`src/rtl/id_ex_stage_if.sv`:
```
`default_nettype none
// ============================================================================
// Module      : id_ex_stage_if
// Description : Bundles the decode-side, forwarding-source and EX-side signals
//               of the ID/EX pipeline register.
// Revision    : 1.0 - initial release
// ============================================================================
interface id_ex_stage_if #(
  parameter int DATA_W = 16,
  parameter int CTRL_W = 8
);
  // Hazard / branch control
  logic              Stall;
  logic              Flush;
  // Decode slot
  logic              InValid;
  logic [3:0]        Rs;
  logic [3:0]        Rt;
  logic [DATA_W-1:0] ReadData1;
  logic [DATA_W-1:0] ReadData2;
  logic [DATA_W-1:0] Imm;
  logic [CTRL_W-1:0] CtrlIn;
  logic              RegWreIn;
  logic [3:0]        WriteRegIn;
  logic              MemReadIn;
  logic [DATA_W-1:0] PcIn;
  // Forwarding sources
  logic              ExRegWre;
  logic              ExMemRead;
  logic [3:0]        ExWriteReg;
  logic [DATA_W-1:0] ExResult;
  logic              MemRegWre;
  logic [3:0]        MemWriteReg;
  logic [DATA_W-1:0] MemResult;
  // EX slot
  logic              LoadUseStall;
  logic              OutValid;
  logic [DATA_W-1:0] OpA;
  logic [DATA_W-1:0] OpB;
  logic [DATA_W-1:0] ImmOut;
  logic [DATA_W-1:0] PcOut;
  logic [CTRL_W-1:0] CtrlOut;
  logic              RegWreOut;
  logic              MemReadOut;
  logic [3:0]        WriteRegOut;
  logic [1:0]        FwdA;
  logic [1:0]        FwdB;

  modport master (
    output Stall, Flush, InValid, Rs, Rt, ReadData1, ReadData2, Imm, CtrlIn,
           RegWreIn, WriteRegIn, MemReadIn, PcIn, ExRegWre, ExMemRead,
           ExWriteReg, ExResult, MemRegWre, MemWriteReg, MemResult,
    input  LoadUseStall, OutValid, OpA, OpB, ImmOut, PcOut, CtrlOut,
           RegWreOut, MemReadOut, WriteRegOut, FwdA, FwdB
  );

  modport slave (
    input  Stall, Flush, InValid, Rs, Rt, ReadData1, ReadData2, Imm, CtrlIn,
           RegWreIn, WriteRegIn, MemReadIn, PcIn, ExRegWre, ExMemRead,
           ExWriteReg, ExResult, MemRegWre, MemWriteReg, MemResult,
    output LoadUseStall, OutValid, OpA, OpB, ImmOut, PcOut, CtrlOut,
           RegWreOut, MemReadOut, WriteRegOut, FwdA, FwdB
  );
endinterface
`default_nettype wire

```
`src/rtl/id_ex_stage.sv`:
```
`default_nettype none
// ============================================================================
// Module      : id_ex_stage
// Description : ID/EX pipeline register with EX/MEM operand forwarding,
//               T-register compare semantics, load-use hazard detection and
//               stall/flush control.
// Revision    : 1.0 - initial release
// ============================================================================
module id_ex_stage #(
  parameter int         DATA_W   = 16,
  parameter int         CTRL_W   = 8,
  parameter logic [3:0] REG0_IDX = 4'h0,
  parameter logic [3:0] T_IDX    = 4'hE,
  parameter logic [3:0] PC_IDX   = 4'hF
) (
  input  logic          Clk,
  input  logic          Rst,
  id_ex_stage_if.slave  bus
);

  localparam logic [1:0] C_SEL_RF  = 2'd0;
  localparam logic [1:0] C_SEL_MEM = 2'd1;
  localparam logic [1:0] C_SEL_EX  = 2'd2;

  // The register file stores only the zero flag into T, so a forwarded value
  // aimed at T must be reduced the same way.
  function automatic logic [DATA_W-1:0] t_view(input logic [3:0] dst,
                                               input logic [DATA_W-1:0] res);
    if (dst == T_IDX) return {{(DATA_W-1){1'b0}}, (res == '0)};
    return res;
  endfunction

  logic              w_src_ok_a, w_src_ok_b;
  logic              w_ex_hit_a, w_ex_hit_b, w_mem_hit_a, w_mem_hit_b;
  logic [DATA_W-1:0] w_ex_val, w_mem_val;
  logic [DATA_W-1:0] w_op_a, w_op_b;
  logic [1:0]        w_fwd_a, w_fwd_b;

  logic              r_valid, r_regwre, r_memread;
  logic [DATA_W-1:0] r_op_a, r_op_b, r_imm, r_pc;
  logic [CTRL_W-1:0] r_ctrl;
  logic [3:0]        r_wreg;
  logic [1:0]        r_fwd_a, r_fwd_b;

  // REG0 and PC are never produced by an in-flight instruction.
  assign w_src_ok_a  = (bus.Rs != REG0_IDX) && (bus.Rs != PC_IDX);
  assign w_src_ok_b  = (bus.Rt != REG0_IDX) && (bus.Rt != PC_IDX);
  assign w_ex_hit_a  = w_src_ok_a && bus.ExRegWre  && (bus.ExWriteReg  == bus.Rs);
  assign w_ex_hit_b  = w_src_ok_b && bus.ExRegWre  && (bus.ExWriteReg  == bus.Rt);
  assign w_mem_hit_a = w_src_ok_a && bus.MemRegWre && (bus.MemWriteReg == bus.Rs);
  assign w_mem_hit_b = w_src_ok_b && bus.MemRegWre && (bus.MemWriteReg == bus.Rt);
  assign w_ex_val    = t_view(bus.ExWriteReg,  bus.ExResult);
  assign w_mem_val   = t_view(bus.MemWriteReg, bus.MemResult);

  // A load still in EX cannot supply its data yet; ask the hazard unit to hold.
  assign bus.LoadUseStall = bus.InValid && bus.ExMemRead && bus.ExRegWre &&
                            ((w_src_ok_a && (bus.ExWriteReg == bus.Rs)) ||
                             (w_src_ok_b && (bus.ExWriteReg == bus.Rt)));

  // Operand A mux: youngest producer (EX) wins over MEM, then the register file.
  always_comb begin
    w_op_a  = bus.ReadData1;
    w_fwd_a = C_SEL_RF;
    if (w_ex_hit_a) begin
      w_op_a  = w_ex_val;
      w_fwd_a = C_SEL_EX;
    end else if (w_mem_hit_a) begin
      w_op_a  = w_mem_val;
      w_fwd_a = C_SEL_MEM;
    end
  end

  // Operand B mux: same priority as operand A.
  always_comb begin
    w_op_b  = bus.ReadData2;
    w_fwd_b = C_SEL_RF;
    if (w_ex_hit_b) begin
      w_op_b  = w_ex_val;
      w_fwd_b = C_SEL_EX;
    end else if (w_mem_hit_b) begin
      w_op_b  = w_mem_val;
      w_fwd_b = C_SEL_MEM;
    end
  end

  // Pipeline register: flush inserts a bubble (data fields kept), stall holds.
  always_ff @(posedge Clk or negedge Rst) begin
    if (!Rst) begin
      r_valid   <= 1'b0;
      r_regwre  <= 1'b0;
      r_memread <= 1'b0;
      r_op_a    <= '0;
      r_op_b    <= '0;
      r_imm     <= '0;
      r_pc      <= '0;
      r_ctrl    <= '0;
      r_wreg    <= '0;
      r_fwd_a   <= C_SEL_RF;
      r_fwd_b   <= C_SEL_RF;
    end else if (bus.Flush) begin
      r_valid   <= 1'b0;
      r_regwre  <= 1'b0;
      r_memread <= 1'b0;
      r_ctrl    <= '0;
      r_fwd_a   <= C_SEL_RF;
      r_fwd_b   <= C_SEL_RF;
    end else if (!bus.Stall) begin
      r_valid   <= bus.InValid;
      r_regwre  <= bus.RegWreIn  && bus.InValid;
      r_memread <= bus.MemReadIn && bus.InValid;
      r_op_a    <= w_op_a;
      r_op_b    <= w_op_b;
      r_imm     <= bus.Imm;
      r_pc      <= bus.PcIn;
      r_ctrl    <= bus.CtrlIn;
      r_wreg    <= bus.WriteRegIn;
      r_fwd_a   <= w_fwd_a;
      r_fwd_b   <= w_fwd_b;
    end
  end

  assign bus.OutValid    = r_valid;
  assign bus.RegWreOut   = r_regwre;
  assign bus.MemReadOut  = r_memread;
  assign bus.OpA         = r_op_a;
  assign bus.OpB         = r_op_b;
  assign bus.ImmOut      = r_imm;
  assign bus.PcOut       = r_pc;
  assign bus.CtrlOut     = r_ctrl;
  assign bus.WriteRegOut = r_wreg;
  assign bus.FwdA        = r_fwd_a;
  assign bus.FwdB        = r_fwd_b;

endmodule
`default_nettype wire

```
`src/flat_wrapper.sv`:
```
// flat-port wrapper written by rule: the top's interface ports become plain ports
module id_ex_stage_flat 
#(
  parameter int         DATA_W   = 16,
  parameter int         CTRL_W   = 8,
  parameter logic [3:0] REG0_IDX = 4'h0,
  parameter logic [3:0] T_IDX    = 4'hE,
  parameter logic [3:0] PC_IDX   = 4'hF
)
  (Clk, Rst, bus_Stall, bus_Flush, bus_InValid, bus_Rs, bus_Rt, bus_ReadData1, bus_ReadData2, bus_Imm, bus_CtrlIn, bus_RegWreIn, bus_WriteRegIn, bus_MemReadIn, bus_PcIn, bus_ExRegWre, bus_ExMemRead, bus_ExWriteReg, bus_ExResult, bus_MemRegWre, bus_MemWriteReg, bus_MemResult, bus_LoadUseStall, bus_OutValid, bus_OpA, bus_OpB, bus_ImmOut, bus_PcOut, bus_CtrlOut, bus_RegWreOut, bus_MemReadOut, bus_WriteRegOut, bus_FwdA, bus_FwdB);
  id_ex_stage_if #(.DATA_W(DATA_W), .CTRL_W(CTRL_W)) bus_i ();
  input  logic Clk;
  input  logic Rst;
  input wire logic [$bits(bus_i.Stall)-1:0] bus_Stall;
  input wire logic [$bits(bus_i.Flush)-1:0] bus_Flush;
  input wire logic [$bits(bus_i.InValid)-1:0] bus_InValid;
  input wire logic [$bits(bus_i.Rs)-1:0] bus_Rs;
  input wire logic [$bits(bus_i.Rt)-1:0] bus_Rt;
  input wire logic [$bits(bus_i.ReadData1)-1:0] bus_ReadData1;
  input wire logic [$bits(bus_i.ReadData2)-1:0] bus_ReadData2;
  input wire logic [$bits(bus_i.Imm)-1:0] bus_Imm;
  input wire logic [$bits(bus_i.CtrlIn)-1:0] bus_CtrlIn;
  input wire logic [$bits(bus_i.RegWreIn)-1:0] bus_RegWreIn;
  input wire logic [$bits(bus_i.WriteRegIn)-1:0] bus_WriteRegIn;
  input wire logic [$bits(bus_i.MemReadIn)-1:0] bus_MemReadIn;
  input wire logic [$bits(bus_i.PcIn)-1:0] bus_PcIn;
  input wire logic [$bits(bus_i.ExRegWre)-1:0] bus_ExRegWre;
  input wire logic [$bits(bus_i.ExMemRead)-1:0] bus_ExMemRead;
  input wire logic [$bits(bus_i.ExWriteReg)-1:0] bus_ExWriteReg;
  input wire logic [$bits(bus_i.ExResult)-1:0] bus_ExResult;
  input wire logic [$bits(bus_i.MemRegWre)-1:0] bus_MemRegWre;
  input wire logic [$bits(bus_i.MemWriteReg)-1:0] bus_MemWriteReg;
  input wire logic [$bits(bus_i.MemResult)-1:0] bus_MemResult;
  output wire logic [$bits(bus_i.LoadUseStall)-1:0] bus_LoadUseStall;
  output wire logic [$bits(bus_i.OutValid)-1:0] bus_OutValid;
  output wire logic [$bits(bus_i.OpA)-1:0] bus_OpA;
  output wire logic [$bits(bus_i.OpB)-1:0] bus_OpB;
  output wire logic [$bits(bus_i.ImmOut)-1:0] bus_ImmOut;
  output wire logic [$bits(bus_i.PcOut)-1:0] bus_PcOut;
  output wire logic [$bits(bus_i.CtrlOut)-1:0] bus_CtrlOut;
  output wire logic [$bits(bus_i.RegWreOut)-1:0] bus_RegWreOut;
  output wire logic [$bits(bus_i.MemReadOut)-1:0] bus_MemReadOut;
  output wire logic [$bits(bus_i.WriteRegOut)-1:0] bus_WriteRegOut;
  output wire logic [$bits(bus_i.FwdA)-1:0] bus_FwdA;
  output wire logic [$bits(bus_i.FwdB)-1:0] bus_FwdB;
  assign bus_i.Stall = bus_Stall;
  assign bus_i.Flush = bus_Flush;
  assign bus_i.InValid = bus_InValid;
  assign bus_i.Rs = bus_Rs;
  assign bus_i.Rt = bus_Rt;
  assign bus_i.ReadData1 = bus_ReadData1;
  assign bus_i.ReadData2 = bus_ReadData2;
  assign bus_i.Imm = bus_Imm;
  assign bus_i.CtrlIn = bus_CtrlIn;
  assign bus_i.RegWreIn = bus_RegWreIn;
  assign bus_i.WriteRegIn = bus_WriteRegIn;
  assign bus_i.MemReadIn = bus_MemReadIn;
  assign bus_i.PcIn = bus_PcIn;
  assign bus_i.ExRegWre = bus_ExRegWre;
  assign bus_i.ExMemRead = bus_ExMemRead;
  assign bus_i.ExWriteReg = bus_ExWriteReg;
  assign bus_i.ExResult = bus_ExResult;
  assign bus_i.MemRegWre = bus_MemRegWre;
  assign bus_i.MemWriteReg = bus_MemWriteReg;
  assign bus_i.MemResult = bus_MemResult;
  assign bus_LoadUseStall = bus_i.LoadUseStall;
  assign bus_OutValid = bus_i.OutValid;
  assign bus_OpA = bus_i.OpA;
  assign bus_OpB = bus_i.OpB;
  assign bus_ImmOut = bus_i.ImmOut;
  assign bus_PcOut = bus_i.PcOut;
  assign bus_CtrlOut = bus_i.CtrlOut;
  assign bus_RegWreOut = bus_i.RegWreOut;
  assign bus_MemReadOut = bus_i.MemReadOut;
  assign bus_WriteRegOut = bus_i.WriteRegOut;
  assign bus_FwdA = bus_i.FwdA;
  assign bus_FwdB = bus_i.FwdB;
  id_ex_stage #(.DATA_W(DATA_W), .CTRL_W(CTRL_W), .REG0_IDX(REG0_IDX), .T_IDX(T_IDX), .PC_IDX(PC_IDX)) u_core (.Clk(Clk), .Rst(Rst), .bus(bus_i));
endmodule
```
`config.mk`:
```
export PLATFORM = sky130hd
export DESIGN_NAME = id_ex_stage_flat
export DESIGN_NICKNAME = d
export VERILOG_FILES = /design/src/rtl/id_ex_stage_if.sv /design/src/rtl/id_ex_stage.sv /design/src/flat_wrapper.sv
export SDC_FILE = /design/constraint.sdc
export NUM_CORES = 1
export LEC_CHECK = 0
export ABC_AREA = 1
export ABC_CLOCK_PERIOD_IN_PS = 2500
export CAP_MARGIN = 10
export CORE_ASPECT_RATIO = 1.25
export CORE_MARGIN = 3
export CORE_UTILIZATION = 43
export DETAILED_ROUTE_END_ITERATION = 10
export GPL_ROUTABILITY_DRIVEN = 0
export PLACE_DENSITY = 0.82
export SLEW_MARGIN = 10
export SYNTH_ARGS = -nofsm -noshare
export SYNTH_HDL_FRONTEND = slang
export SYNTH_SLANG_ARGS = --single-unit
```
`constraint.sdc`:
```
create_clock -name Clk -period 2.5 [get_ports Clk]
set_clock_uncertainty 0.15 [all_clocks]
set_input_delay 0.625 -clock Clk [delete_from_list [all_inputs] [get_ports Clk]]
set_output_delay 0.625 -clock Clk [all_outputs]
set_load 0.01 [all_outputs]
```
Word-level counts from Yosys, hierarchy flattened
Index checks and enable logic that the tools add are counted.
- equality and inequality tests: 9
- mux-type cells: 26
- bitwise operators: 2
- reduce and logical (&&, ||, !) cells: 23
- operator list (operator ; count):
    $mux W16 ; 8
    $logic_not A16 Y1 ; 2
    $logic_and A1 B1 Y1 ; 17
    $eq A4 B4 Y1 ; 4
    $mux W8 ; 2
    $mux W2 ; 6
    $mux W1 ; 10
    $eq A4 B4 Y1 const B ; 2
    $ne A4 B4 Y1 const B ; 2
    $reduce_bool A4 Y1 ; 2
    $ne A2 B1 Y1 const B ; 1
    $not A1 Y1 ; 2
    $reduce_and A2 Y1 ; 1
    $logic_or A1 B1 Y1 ; 1
- register bits: 83
- output and inout port bits: 84
- logic and storage cells: 71

Depth between registers and ports, before layout
- depth in word-level cells: 8
- mapped depth: 12
- gate-level depth less buffers: 10

Least setup slack after synthesis
Ideal clock, no wire load.
- kind: input-to-output
- from: input bus_Rt[3]
- to: output bus_LoadUseStall
- arrival time: 1.608 ns
- required time: 1.725 ns
- slack: 0.117 ns
- stages on the path: 10
- path buffers: 2
- cell sequence: buf_2 -> inv_2 -> nand2_1 -> nand3_1 -> inv_1 -> nand2_1 -> nor2_4 -> buf_6 -> nor2_1 -> nor2_1
- cells in the longest elaborated chain, start to end: 5
- ends and longest elaborated chain (item ; RTL line ; text):
    start: declaration ; flat_wrapper.sv:18 ; input wire logic [$bits(bus_i.Rt)-1:0] bus_Rt;
    $ne A4 B4 Y1 or $reduce_bool A4 Y1 (tied branches) ; id_ex_stage.sv:47 ; assign w_src_ok_b = (bus.Rt != REG0_IDX) && (bus.Rt != PC_IDX);
    $logic_and A1 B1 Y1 ; id_ex_stage.sv:47 ;
    $logic_and A1 B1 Y1 * ; id_ex_stage.sv:58 ; (w_src_ok_b && (bus.ExWriteReg == bus.Rt)));
    $logic_or A1 B1 Y1 * ; id_ex_stage.sv:57 ; ((w_src_ok_a && (bus.ExWriteReg == bus.Rs)) ||
    $logic_and A1 B1 Y1 * ; id_ex_stage.sv:56 ; assign bus.LoadUseStall = bus.InValid && bus.ExMemRead && bus.ExRegWre &&
    end: declaration ; flat_wrapper.sv:34 ; output wire logic [$bits(bus_i.LoadUseStall)-1:0] bus_LoadUseStall;
Every way passes the cells marked *; elsewhere a longest branch is shown, timed or not.

Worst setup path in the final report
- from: input bus_ExWriteReg[1]
- to: output bus_LoadUseStall
- cells in the longest elaborated chain, start to end: 4
- ends and longest elaborated chain (item ; RTL line ; text):
    start: declaration ; flat_wrapper.sv:29 ; input wire logic [$bits(bus_i.ExWriteReg)-1:0] bus_ExWriteReg;
    $eq A4 B4 Y1, on equally long branches ; id_ex_stage.sv:57, id_ex_stage.sv:58 ;
    $logic_and A1 B1 Y1, on equally long branches ; id_ex_stage.sv:57, id_ex_stage.sv:58 ;
    $logic_or A1 B1 Y1 * ; id_ex_stage.sv:57 ;
    $logic_and A1 B1 Y1 * ; id_ex_stage.sv:56 ;
Marks and branches as above.

==> metrics.md <==
| Metric | Value |
|---|---|
| Met3 wire len | 1100 um |
| Initial antenna violation count | 0 |
| Post-synth EDFFs | 0 |
| Final Cycle Share | 98.2% |
| First-pass GRT wire length | 24600 um |
| Syn. warnings | 0 |
| Leak | 4.13 nW |
| Largest net degree at the start of global routing | 82 |
| Yosys reg bits | 83 |
| Buffers & Inverters on Critical Path | 4 |
| Via density | 4.73 |
| Hold WC Path Type | reg -> reg |
| Residual DRC | 0 |
| H-tree depth | 3 |
| Crit Path Class | in -> out |
| Post-synth top cells | nand2_1, inv_1, dfrtp_1, nand3_1, nor2_1 |
| Most frequent cell after synthesis | nand2_1 |
| Die area | 12800 um^2 |
| WL/cell | 13.9 um |
| Final Net Count | 1120 |
| CP Data Arrival Time | 1.68 ns |
| Chip width | 102 um |
| DR iter-0 viols | 283 |
| Slew headroom | 63.7% |
| Max frequency | 407 MHz |
| Final Setup Violations | 0 |
| IO buf count | 217 |
| Power Total | 0.00403 W |
| Via count | 5331 |
| Area leader, netlist | dfrtp_1 |
| Clk Latency, worst-skew pair | 0.33 ns |
| Worst setup SP type | input pin |
| Starting density of the core | 44.2% |
| Die Ht | 126 um |
| Cell family with most CP delay | buffers and inverters |
| CTS Root Buffer Type | clkbuf_16 |
| # clock sinks | 83 |
| Core Rows | 43 |
| TritonRoute pass-1 iters | 5 |
| Top cells by area, synth | dfrtp_1, nand2_1, nand3_1, inv_1, nor2_1 |
| Synth unique cells | 25 |
| Top-area cell type share of the netlist area | 42.0% |
| Max-slew violations | 0 |
| Final min period | 2.45 ns |
| Top Layer Used | met4 |
| Crit-path max cell delay | 0.25 ns |
| Crit-path cells | dlygate4sd2_1, buf_4, nand2_1, nand3_2, inv_2, nand2_2, nor2_4, nor2_2, nor2_1, buf_2 |
| CTS buffer count | 9 |
| Clock tree buffer depth | 2 |
| Placeable Area | 11200 um^2 |
| Tightest Pin Transition | 0.543 ns |
| Worst setup EP type | primary output |
| Post-Syn Area | 4950 um^2 |
| Crit-path slowest cell | dlygate4sd2_1 |
| Gate Count Post-Synth | 750 |
| # diodes | 0 |
| Crit Path Max Fanout | 2 |
| Sequential share of the synthesized area | 42.0% |
| Status | finished, final reports clean |
| DPL Wire Length | 11900 um |
| Final Cell Area | 7740 um^2 |
| Share of cells above drive strength 1 | 10.7% |
| Routed length on met1 | 6540 um |
| WP data required | 1.73 ns |
| Synth-to-Final Area Change | 56.4% |
| Final WL | 15700 um |
| Gr ovfl total | 0 |
| Met2 Wirelength | 7600 um |
| Number of global-route vias before repair | 4970 |
| Syn Area/Cell | 6.60 um^2 |
| Placed inst area | 7430 um^2 |
| Prevailing post-synth register cell | dfrtp_1 |
| VDD IR max | 0.291 mV |
| CTS tree | done |
| Clock slew at reported path FFs | 0.06 ns |
| PwrDens | 521 nW/um^2 |
| Gr usage total | 24.0% |
| Post-route ant nets | 0 |
| Async set or reset register ratio after synthesis | 100% |
| Syn_nets | 884 |
| Io pins | 218 |
| Max_cap viols | 0 |
| Final hold vios | 0 |
[path summary, 6_finish.rpt]
| check | from | end | slack, ns | cells after the start |
|---|---|---|---|---|
| setup / recovery | bus_ExWriteReg[1] | bus_LoadUseStall | 0.05 | 10 |
| hold / removal | u_core.bus.PcOut[9] | u_core.bus.PcOut[9] | 0.32 | 2 |
| setup reg to reg | u_core.bus.OpB[0] | u_core.bus.OpB[0] | 1.61 | 4 |
| hold reg to reg | u_core.bus.PcOut[9] | u_core.bus.PcOut[9] | 0.32 | 2 |
| max in group asynchronous | Rst | u_core.bus.CtrlOut[2] | 1.05 | 3 |
| min in group asynchronous | Rst | u_core.bus.ImmOut[11] | 0.53 | 2 |
[final cells by class]
cell class | count | area, um^2
repair buffers | 255 | 2490
clock buffers | 10 | 239
flip-flops and latches | 83 | 2080
fillers | 985 | 3450
inverters | 108 | 405
multi-input cells | 529 | 2310
clock inverters | 6 | 47.5
well taps | 135 | 169
[placed cells by master, fill, tap and decap left out, types with 6 or more instances in the layout]
cell             instances
buf_12                   6
buf_4                   32
clkbuf_16                9
clkbuf_2                 6
clkdlybuf4s50_1        202
dfrtp_1                 83
inv_1                   92
inv_2                   14
nand2_1                358
nand3_1                 76
nand3_2                 14
nor2_1                  53
[report_power, final]
group	switching (W)	internal, W
registers	0.0000849	0.00150
clock network	0.000560	0.000713
logic	0.000543	0.000628
[worst register-to-register path, cell delays in order, from the launching register on]
cell     delay (ns)
dfrtp_1        0.38
inv_1          0.05
nor2_1         0.04
nor2_1         0.11
nand2_1        0.05
[stage by stage]
step                TNS [ns]  instances  worst slack [ns]  utilization [%]  hold slack, ns
finish                     0       1126            0.0455             69.1           0.320
detailed placement     -7.33       1106            -0.681             66.4           0.307
CTS                        0       1123           0.00583             69.1           0.322
floorplan                  0        750             0.117                -           0.179
global placement       -6.11       1106            -0.647             66.4           0.302
global route        -0.00462       1126          -0.00462             69.1           0.342
[cells by family (layout without fill, tap and decap cells)]
group,Yosys count,after routing,synth area share [%]
flops,83,83,42.0
buf+inv,138,379,11.9
simple gates,518,518,44.7
xor+xnor,2,2,0.354
compound gates,9,9,1.11
[registers in the layout, indices dropped and copies added, names as in the netlist]
register,flops
u_core.bus.RegWreOut,1
u_core.bus.OutValid,1
u_core.bus.FwdA,2
u_core.bus.WriteRegOut,4
u_core.bus.OpB,16
u_core.bus.ImmOut,16
u_core.bus.MemReadOut,1
u_core.bus.FwdB,2
u_core.bus.PcOut,16
u_core.bus.CtrlOut,8
u_core.bus.OpA,16
[repair_timing]
action,4_1_cts,5_1_grt
endpoints found under the setup margin,1,1
pin swaps,4,5
setup buffers,0,3
gates resized for setup,25,17
hold endpoints to repair,13,0
hold buffers,1,0
[metal layers]
layer | vias to the layer above | global-route usage [%]
met3 | 28 | 3.66
li1 | 2718 | -
met2 | 215 | 39.9
met4 | 0 | 9.27
met1 | 2370 | 31.2
met5 | - | 0
Note: power is estimated with default switching activity, not from simulation.
